--- config.mk ---
export PLATFORM = sky130hd
export DESIGN_NAME = counter_sequencer_flat
export DESIGN_NICKNAME = d
export VERILOG_FILES = /design/src/rtl/counter_sequencer_if.sv /design/src/rtl/counter_sequencer.sv /design/src/flat_wrapper.sv
export SDC_FILE = /design/constraint.sdc
export NUM_CORES = 1
export LEC_CHECK = 0
export BUFFER_PORTS_ARGS = -buffer_cell sky130_fd_sc_hd__buf_4
export CAP_MARGIN = 25
export CORE_MARGIN = 1.5
export CORE_UTILIZATION = 58
export CTS_BUF_LIST = sky130_fd_sc_hd__clkbuf_8 sky130_fd_sc_hd__clkbuf_16
export DETAILED_ROUTE_END_ITERATION = 10
export GPL_ROUTABILITY_DRIVEN = 0
export PLACE_DENSITY = 0.86
export REMOVE_ABC_BUFFERS = 1
export SLEW_MARGIN = 25
export SYNTH_ARGS = -nofsm -noshare
export SYNTH_HDL_FRONTEND = slang
export SYNTH_SLANG_ARGS = --single-unit
--- constraint.sdc ---
create_clock -name clk -period 3.3 [get_ports clk]
set_input_delay 0.165 -clock clk [delete_from_list [all_inputs] [get_ports clk]]
set_output_delay 0.165 -clock clk [all_outputs]
set_load 0.1 [all_outputs]
--- src/rtl/counter_sequencer_if.sv ---
// Command channel for counter_sequencer.
// Ports (signals):
//   cmd_valid  command present (master -> slave)
//   cmd_ready  slave can accept a command this cycle (slave -> master)
//   cmd_op     00 NOP, 01 START, 10 STOP, 11 CLEAR
//   cmd_limit  terminal count value, sampled on START from IDLE/RUN/DONE
//   cmd_mode   0 one-shot, 1 periodic, sampled with cmd_limit
//   cmd_psc    prescale divisor minus 1, sampled with cmd_limit
interface counter_sequencer_if #(
  parameter int unsigned WIDTH     = 8,
  parameter int unsigned PSC_WIDTH = 4
);
  logic                 cmd_valid;
  logic                 cmd_ready;
  logic [1:0]           cmd_op;
  logic [WIDTH-1:0]     cmd_limit;
  logic                 cmd_mode;
  logic [PSC_WIDTH-1:0] cmd_psc;

  modport master (
    output cmd_valid,
    output cmd_op,
    output cmd_limit,
    output cmd_mode,
    output cmd_psc,
    input  cmd_ready
  );

  modport slave (
    input  cmd_valid,
    input  cmd_op,
    input  cmd_limit,
    input  cmd_mode,
    input  cmd_psc,
    output cmd_ready
  );
endinterface

--- src/rtl/counter_sequencer.sv ---
// Programmable timer controller: sequences an up-counter through
// IDLE/LOAD/RUN/PAUSE/DONE under START/STOP/CLEAR commands, with a
// clock prescaler and one-shot or periodic operation.
// Ports:
//   clk       clock, rising edge
//   rst       asynchronous reset, active low
//   cmd       command channel (slave side of counter_sequencer_if)
//   count_o   current count
//   busy      high in LOAD and RUN
//   tc_pulse  registered one-cycle pulse per terminal tick
//   done      high while in DONE
module counter_sequencer #(
  parameter int unsigned WIDTH     = 8,
  parameter int unsigned PSC_WIDTH = 4
) (
  input  logic             clk,
  input  logic             rst,
  counter_sequencer_if.slave cmd,
  output logic [WIDTH-1:0] count_o,
  output logic             busy,
  output logic             tc_pulse,
  output logic             done
);

  typedef enum logic [2:0] {StIdle, StLoad, StRun, StPause, StDone} state_e;

  localparam logic [1:0] OpStart = 2'b01;
  localparam logic [1:0] OpStop  = 2'b10;
  localparam logic [1:0] OpClear = 2'b11;

  state_e               state_q, state_d;
  logic [WIDTH-1:0]     count_q, count_d;
  logic [PSC_WIDTH-1:0] psc_cnt_q, psc_cnt_d;
  logic [WIDTH-1:0]     limit_q, limit_d;
  logic                 mode_q, mode_d;
  logic [PSC_WIDTH-1:0] psc_q, psc_d;
  logic                 tc_q, tc_d;

  logic accept, is_start, is_stop, is_clear, cmd_override;
  logic tick, terminal, cfg_load;

  // Command decode and tick generation
  always_comb begin
    accept       = cmd.cmd_valid && (state_q != StLoad);
    is_start     = accept && (cmd.cmd_op == OpStart);
    is_stop      = accept && (cmd.cmd_op == OpStop);
    is_clear     = accept && (cmd.cmd_op == OpClear);
    // NOP is accepted but never displaces a tick
    cmd_override = is_start || is_stop || is_clear;
    tick         = (state_q == StRun) && (psc_cnt_q == psc_q);
    terminal     = tick && (count_q == limit_q);
    // Config is only resampled on START from states that go through LOAD
    cfg_load     = is_start && ((state_q == StIdle) || (state_q == StRun) ||
                                (state_q == StDone));
  end

  // FSM state register
  always_ff @(posedge clk or negedge rst) begin
    if (!rst) begin
      state_q <= StIdle;
    end else begin
      state_q <= state_d;
    end
  end

  // FSM next state
  always_comb begin
    state_d = state_q;
    unique case (state_q)
      StIdle: begin
        if (is_start) state_d = StLoad;
      end
      StLoad: begin
        state_d = StRun;
      end
      StRun: begin
        if (is_start) begin
          state_d = StLoad;
        end else if (is_stop) begin
          state_d = StPause;
        end else if (is_clear) begin
          state_d = StIdle;
        end else if (terminal && !mode_q) begin
          state_d = StDone;
        end
      end
      StPause: begin
        if (is_start) begin
          state_d = StRun;
        end else if (is_clear) begin
          state_d = StIdle;
        end
      end
      StDone: begin
        if (is_start) begin
          state_d = StLoad;
        end else if (is_clear) begin
          state_d = StIdle;
        end
      end
      default: state_d = StIdle;
    endcase
  end

  // FSM outputs
  always_comb begin
    cmd.cmd_ready = (state_q != StLoad);
    busy          = (state_q == StLoad) || (state_q == StRun);
    done          = (state_q == StDone);
    count_o       = count_q;
    tc_pulse      = tc_q;
  end

  // Datapath next state
  always_comb begin
    count_d   = count_q;
    psc_cnt_d = psc_cnt_q;
    limit_d   = limit_q;
    mode_d    = mode_q;
    psc_d     = psc_q;
    tc_d      = 1'b0;

    if (cfg_load) begin
      limit_d   = cmd.cmd_limit;
      mode_d    = cmd.cmd_mode;
      psc_d     = cmd.cmd_psc;
      count_d   = '0;
      psc_cnt_d = '0;
    end

    if (is_clear) begin
      count_d = '0;
    end

    case (state_q)
      StLoad: begin
        count_d   = '0;
        psc_cnt_d = '0;
      end
      StRun: begin
        // STOP freezes both counters; START/CLEAR handled above
        if (!cmd_override) begin
          if (tick) begin
            psc_cnt_d = '0;
            if (terminal) begin
              tc_d = 1'b1;
              // One-shot holds at limit; periodic reloads
              if (mode_q) count_d = '0;
            end else begin
              count_d = count_q + 1'b1;
            end
          end else begin
            psc_cnt_d = psc_cnt_q + 1'b1;
          end
        end
      end
      default: ;
    endcase
  end

  // Datapath registers
  always_ff @(posedge clk or negedge rst) begin
    if (!rst) begin
      count_q   <= '0;
      psc_cnt_q <= '0;
      limit_q   <= '0;
      mode_q    <= 1'b0;
      psc_q     <= '0;
      tc_q      <= 1'b0;
    end else begin
      count_q   <= count_d;
      psc_cnt_q <= psc_cnt_d;
      limit_q   <= limit_d;
      mode_q    <= mode_d;
      psc_q     <= psc_d;
      tc_q      <= tc_d;
    end
  end

endmodule
--- src/flat_wrapper.sv ---
// flat-port wrapper written by rule: the top's interface ports become plain ports
module counter_sequencer_flat 
#(
  parameter int unsigned WIDTH     = 8,
  parameter int unsigned PSC_WIDTH = 4
)
  (clk, rst, count_o, busy, tc_pulse, done, cmd_cmd_valid, cmd_cmd_op, cmd_cmd_limit, cmd_cmd_mode, cmd_cmd_psc, cmd_cmd_ready);
  counter_sequencer_if #(.WIDTH(WIDTH), .PSC_WIDTH(PSC_WIDTH)) cmd_i ();
  input  logic clk;
  input  logic rst;
  output logic [WIDTH-1:0] count_o;
  output logic busy;
  output logic tc_pulse;
  output logic done;
  input wire logic [$bits(cmd_i.cmd_valid)-1:0] cmd_cmd_valid;
  input wire logic [$bits(cmd_i.cmd_op)-1:0] cmd_cmd_op;
  input wire logic [$bits(cmd_i.cmd_limit)-1:0] cmd_cmd_limit;
  input wire logic [$bits(cmd_i.cmd_mode)-1:0] cmd_cmd_mode;
  input wire logic [$bits(cmd_i.cmd_psc)-1:0] cmd_cmd_psc;
  output wire logic [$bits(cmd_i.cmd_ready)-1:0] cmd_cmd_ready;
  assign cmd_i.cmd_valid = cmd_cmd_valid;
  assign cmd_i.cmd_op = cmd_cmd_op;
  assign cmd_i.cmd_limit = cmd_cmd_limit;
  assign cmd_i.cmd_mode = cmd_cmd_mode;
  assign cmd_i.cmd_psc = cmd_cmd_psc;
  assign cmd_cmd_ready = cmd_i.cmd_ready;
  counter_sequencer #(.WIDTH(WIDTH), .PSC_WIDTH(PSC_WIDTH)) u_core (.clk(clk), .rst(rst), .cmd(cmd_i), .count_o(count_o), .busy(busy), .tc_pulse(tc_pulse), .done(done));
endmodule
==> metrics.yaml, run 1 <==
die:
  placeableCoreArea_sq_um: 2520
  dieArea_sq_um: 3030
  die_w_microns: 55.0
  num_rows: 18
  start_util_pct: 62.2
  die_h_microns: 55.0
  ios: 30
sta:
  finalSetupViolations: 0
  finalCritPeriodShare_pct: 61.2
  holdWs_ps: 113
  worst_slack_ps: 1280
  relSlewSlack_pct: 61.0
  fin_crit_ps: 2020
  worst_pin_slew_ps: 585
  final_hold_viol_count: 0
  rsz0062_at_grt: "no"
  clock_skew_ps: 3.29
  tns_ps: 0
  fmax_mhz: 495
  timing.final.max_slew_violations: 0
synth:
  ys_top_cells_by_count: "dfrtp_1, mux2_2, xor2_1, nand2_1"
  async_reset_ff_share_pct: 100
  netlist_instances: 139
  synth_seq_cells: 29
  netlist_top_cells_area: "dfrtp_1, mux2_2, xor2_1"
  synth_edf_count: 0
  syn_area_sq_um: 1570
  netlist.area_leader.share_pct: 46.3
  syn_area_per_cell_sq_um: 11.3
  synth.largest_area_cell: "dfrtp_1"
  synth_ff_type: "dfrtp_1"
  synth_warnings: 0
  synth_cell_type_count: 34
  seq_area_frac_synth_pct: 46.3
  synth_most_common_cell: "dfrtp_1"
setup_path:
  r2r_start: "u_core.state_q[2]$_DFFE_PN0P_"
  cp_max_fo: 14
  timing.rr.end: "u_core.psc_cnt_q[2]$_DFF_PN0_"
  cp-start-kind: "flop"
  r2r_slack_ps: 1280
  arrival_ps: 2190
  reg2regPathDepth: 5
  cp.required_ps: 3470
  critPathKind: "flop to flop"
  end_kind: "flop"
layout:
  antenna_cells: 0
  drive_above_1_share_pct: 32.6
  nets: 191
  multi_input_area_sq_um: 807
  nFillCells: 176
  area_growth_pct: 20.3
  regArea_sq_um: 726
  finalInstanceArea_sq_um: 1890
power:
  power_density_nw_per_um2: 672
  cellLeakagePower_nw: 0.848
  ir_drop_mv: 0.614
  power_mw: 1.27
placement:
  pre_cts_slack_ps: 1310
  dpl_cell_area_sq_um: 1800
  hpwl_mm: 2.33
  port_buffers: 29
min_path:
  hold_depth: 2
  hold_end: "u_core.state_q[2]$_DFFE_PN0P_"
  min_path_type: "input pin to flop"
  hp-start: "cmd_cmd_valid"
cts:
  h-tree-depth: 2
  clk_path_buf_depth: 2
  cts-resized-gates: 0
  post-cts-setup-buffers: 0
  numCtsBuffers: 5
  clock-sinks: 29
  root_buffer: "clkbuf_8"
  cts.clk_slew.worst_paths_ps: 60
  clk_latency_ps: 280
  cts_hold_buf: 1
  cts_tree: "built"
detailed_routing:
  drtIter0Drc: 14
  via_per_inst: 5.79
  routedWlPerCell_microns: 15.7
  routed-via-count: 1169
  drt.antenna.violating_nets: 0
  drt_pre_antenna_iters: 4
  remaining_drc_errors: 0
  routed_wl_mm: 3.17
global_routing:
  gr-total-overflow: 0
  track_usage_pct: 25.2
  grt_max_degree: 30
  antenna_found_initial: 0
  first_global_vias: 1153
  grt_pass1_wl_mm: 5.24
status:
  status: "completed"
flow_run:
  maxCapViolCount: 0
[how the worst max path moves through the flow]
| stage | start | endpoint | slack, ps | cells past startpoint |
|---|---|---|---|---|
| floorplan | u_core.count_o[2]$_DFF_PN0_ | u_core.state_q[2]$_DFFE_PN0P_ | 990 | 5 |
| global placement | u_core.state_q[2]$_DFFE_PN0P_ | u_core.psc_cnt_q[2]$_DFF_PN0_ | 1390 | 5 |
| detailed placement | u_core.state_q[2]$_DFFE_PN0P_ | u_core.psc_cnt_q[2]$_DFF_PN0_ | 1310 | 5 |
| CTS | u_core.state_q[2]$_DFFE_PN0P_ | u_core.psc_cnt_q[2]$_DFF_PN0_ | 1280 | 5 |
| global route | u_core.state_q[2]$_DFFE_PN0P_ | u_core.psc_cnt_q[2]$_DFF_PN0_ | 1090 | 5 |
| finish | u_core.state_q[2]$_DFFE_PN0P_ | u_core.psc_cnt_q[2]$_DFF_PN0_ | 1280 | 5 |
[report_power, final]
| part | internal, mW | switching (mW) | total, mW |
|---|---|---|---|
| clock network | 0.142 | 0.131 | 0.274 |
| registers | 0.435 | 0.0888 | 0.523 |
| logic | 0.191 | 0.280 | 0.471 |
| total | 0.768 | 0.500 | 1.27 |
[cell families after synthesis]
family          Yosys count  synth area share [%]
compound gates           27                  13.9
xor+xnor                 20                  11.6
fa+ha+maj                 2                  1.59
buf+inv                   7                  2.31
flops                    29                  46.3
mux                      13                  9.33
simple gates             41                  15.0
[area by class of cell]
type / count / area share (%)
clock inverter: 3 / 0.729
tap: 30 / 1.99
sequential: 29 / 38.4
timing repair buffer: 30 / 12.1
multi-input combinational: 103 / 42.7
inverter: 2 / 0.398
clock buffer: 5 / 3.64
[through the flow]
step,std cells,util (%)
after global routing,202,74.9
after global placement,193,71.2
after floorplan,134,-
after CTS,202,74.9
after detailed placement,193,71.2
final,202,74.9
[worst max-delay path, cell delays in order, from the launching register on]
cell and delay (ps):
dfrtp_1 480, a211oi_1 320, and2b_1 550, nor3_1 190, o21bai_1 200, a21o_1 170
[cell usage in the layout, fill, tap and decap left out, drive strengths merged, types with 3 or more instances in the layout]
cell	n
nand3	7
nand2	10
dfrtp	29
nand2b	3
inv	3
nor3	3
mux2	13
buf	29
xor2	12
a21oi	3
xnor2	8
o21ai	4
o2bb2ai	7
clkbuf	5
nor2	8
a21o	4
[state kept, by name (all words and copies together), names as in the netlist]
signal,flops
u_core.mode_q,1
u_core.psc_q,4
u_core.state_q,3
u_core.psc_cnt_q,4
u_core.tc_pulse,1
u_core.limit_q,8
u_core.count_o,8
[metal layers]
metal | GRT usage, % | up-vias | wire length [microns]
li1 | - | 557 | -
met1 | 30.8 | 580 | 1370
met2 | 42.5 | 25 | 1630
met3 | 6.45 | 7 | 128
met4 | 9.76 | 0 | 45
met5 | 0 | - | 0
Note: power is estimated with default switching activity, not from simulation.
==> run 2, diff against run 1 <==
Settings changed: CORE_UTILIZATION 58 to 54, PLACE_DENSITY 0.86 to 0.81.
Clock period 3.3 ns to 2.1 ns, I/O delays scaled along.
==> run 2 against run 1 <==
  * First-iteration DRC count increased to 2.6 times the previous value
  * Sequential share of layout area decreased by 0.99 points
  * Register-to-register slack lost 1000 ps
  * Setup slack got worse by 1000 ps
  * Die area is 7.0% higher
  * Cell count up 1.5%
  * Largest cell class unchanged
  * Hold slack got worse by 58 ps
  * Highest routed layer unchanged
  * Combinational power is 56% higher
  * Fmax grew 9.0%
  * Sequential power rose by 58%
  * Via count decreased by 0.77%
==> metrics.yaml, run 2 (same netlist as run 1, synthesis figures left out) <==
status:
  status: "completed"
global_routing:
  grt_pass1_wl_mm: 5.36
  grt_max_degree: 30
  antenna_found_initial: 0
  first_global_vias: 1194
  track_usage_pct: 21.0
  gr-total-overflow: 0
layout:
  area_growth_pct: 23.5
  antenna_cells: 0
  fin_util_pct: 70.3
  regArea_sq_um: 726
  multi_input_area_sq_um: 807
  nFillCells: 226
  finalInstanceArea_sq_um: 1940
  layout_commonest_cell: "buf_4"
  mostFrequentLayoutCells: "buf_4, dfrtp_1, mux2_2"
  drive_above_1_share_pct: 33.3
  nets: 193
sta:
  timing.final.max_slew_violations: 0
  finalCritPeriodShare_pct: 88.2
  relSlewSlack_pct: 70.2
  fmax_mhz: 540
  worst_pin_slew_ps: 443
  finalSetupViolations: 0
  clock_skew_ps: 5.31
  holdWs_ps: 55.1
  rsz0062_at_grt: "no"
  final_hold_viol_count: 0
  worst_slack_ps: 248
  fin_crit_ps: 1850
setup_path:
  arrival_ps: 2010
  cp_max_fo: 9
  critPathKind: "flop to flop"
  slowest_stage: "dfrtp_1"
  max_stage_delay_ps: 490
  cp_num_buf_inv: 1
  crit_family: "flip-flops"
  crit_chain: "a211oi_1 -> and2b_1 -> buf_4 -> mux2_2"
  cp.required_ps: 2260
  end_kind: "flop"
  cp-start-kind: "flop"
flow_run:
  maxCapViolCount: 0
cts:
  post-cts-setup-buffers: 0
  cts_tree: "built"
  cts.clk_slew.worst_paths_ps: 60
  cts_hold_buf: 1
  cts-resized-gates: 0
  numCtsBuffers: 5
  clk_path_buf_depth: 2
  h-tree-depth: 2
  clk_latency_ps: 270
  root_buffer: "clkbuf_8"
  clock-sinks: 29
power:
  power_frac_seq_pct: 38.5
  cellLeakagePower_nw: 0.872
  comb_power_share_pct: 34.4
  p_sw_share_pct: 36.2
  clockPowerShare_pct: 27.1
  p_sw_mw: 0.775
  ir_drop_mv: 0.812
  power_mw: 2.14
  power_density_nw_per_um2: 1100
  internal_power_mw: 1.37
detailed_routing:
  routed-via-count: 1160
  remaining_drc_errors: 0
  drt_pre_antenna_iters: 4
  routedWlPerCell_microns: 15.0
  drt.antenna.violating_nets: 0
  via_per_inst: 5.66
  routed_wl_mm: 3.07
  drtIter0Drc: 37
die:
  die_h_microns: 56.9
  num_rows: 19
  die_w_microns: 56.9
  start_util_pct: 56.9
  dieArea_sq_um: 3240
  placeableCoreArea_sq_um: 2760
  ios: 30
placement:
  hpwl_mm: 2.26
  dpl_cell_area_sq_um: 1810
  port_buffers: 29
  pre_cts_slack_ps: 264
min_path:
  min_path_type: "input pin to flop"
==> run 2: cell count changes in the layout (fill, tap and decap cells not counted) <==
cell       delta
bufinv_16     +1
clkinv_2      -2
clkbuf_8      +1
buf_4         +2
==> run 2: cell type report <==
class | count | area share (%)
multi-input cells | 103 | 41.6
flip-flops and latches | 29 | 37.4
repair buffers | 32 | 12.5
clock buffers | 6 | 4.26
well taps | 31 | 2.00
clock inverters | 2 | 1.74
inverters | 2 | 0.387
==> run 2: final timing paths <==
path | from | endpoint | slack, ps | cells past startpoint
max reg2reg | u_core.state_q[2]$_DFFE_PN0P_ | u_core.limit_q[4]$_DFFE_PN0P_ | 250 | 4
min in group asynchronous | rst | u_core.tc_pulse$_DFF_PN0_ | 290 | 2
min reg2reg | u_core.limit_q[1]$_DFFE_PN0P_ | u_core.limit_q[1]$_DFFE_PN0P_ | 530 | 1
max | u_core.state_q[2]$_DFFE_PN0P_ | u_core.limit_q[4]$_DFFE_PN0P_ | 250 | 4
max in group asynchronous | rst | u_core.psc_q[3]$_DFFE_PN0P_ | 1530 | 2
min | cmd_cmd_valid | u_core.state_q[2]$_DFFE_PN0P_ | 60 | 2
==> run 2: worst reg2reg max path: stages (launching register included) <==
cell and delay, ps:
dfrtp_1 490, a211oi_1 330, and2b_1 370, buf_4 200
mux2_2 340
==> run 2: power groups by stage <==
stage               Clock, mW  Combinational [mW]  Sequential (mW)
detailed placement          0               0.737            0.830
global route            0.615               0.797            0.839
global placement            0               0.713            0.822
CTS                     0.595               0.742            0.820
floorplan                   0               0.565            0.816
finish                  0.581               0.737            0.824
==> run 2: through the flow <==
stage	instances	TNS (ps)
global placement	196	0
detailed placement	196	0
finish	205	0
floorplan	134	-991
global route	205	0
CTS	205	0
==> run 2: routing by layer <==
layer  track usage (%)  wire (microns)  vias to the layer above  part of all wire [%]
met5                 0               0                        -                     0
met4              7.97              63                        0                   2.1
met3              5.99             145                        9                   4.7
met2              32.0            1460                       30                    48
met1              28.7            1400                      559                    45
li1                  -               -                      562                     -
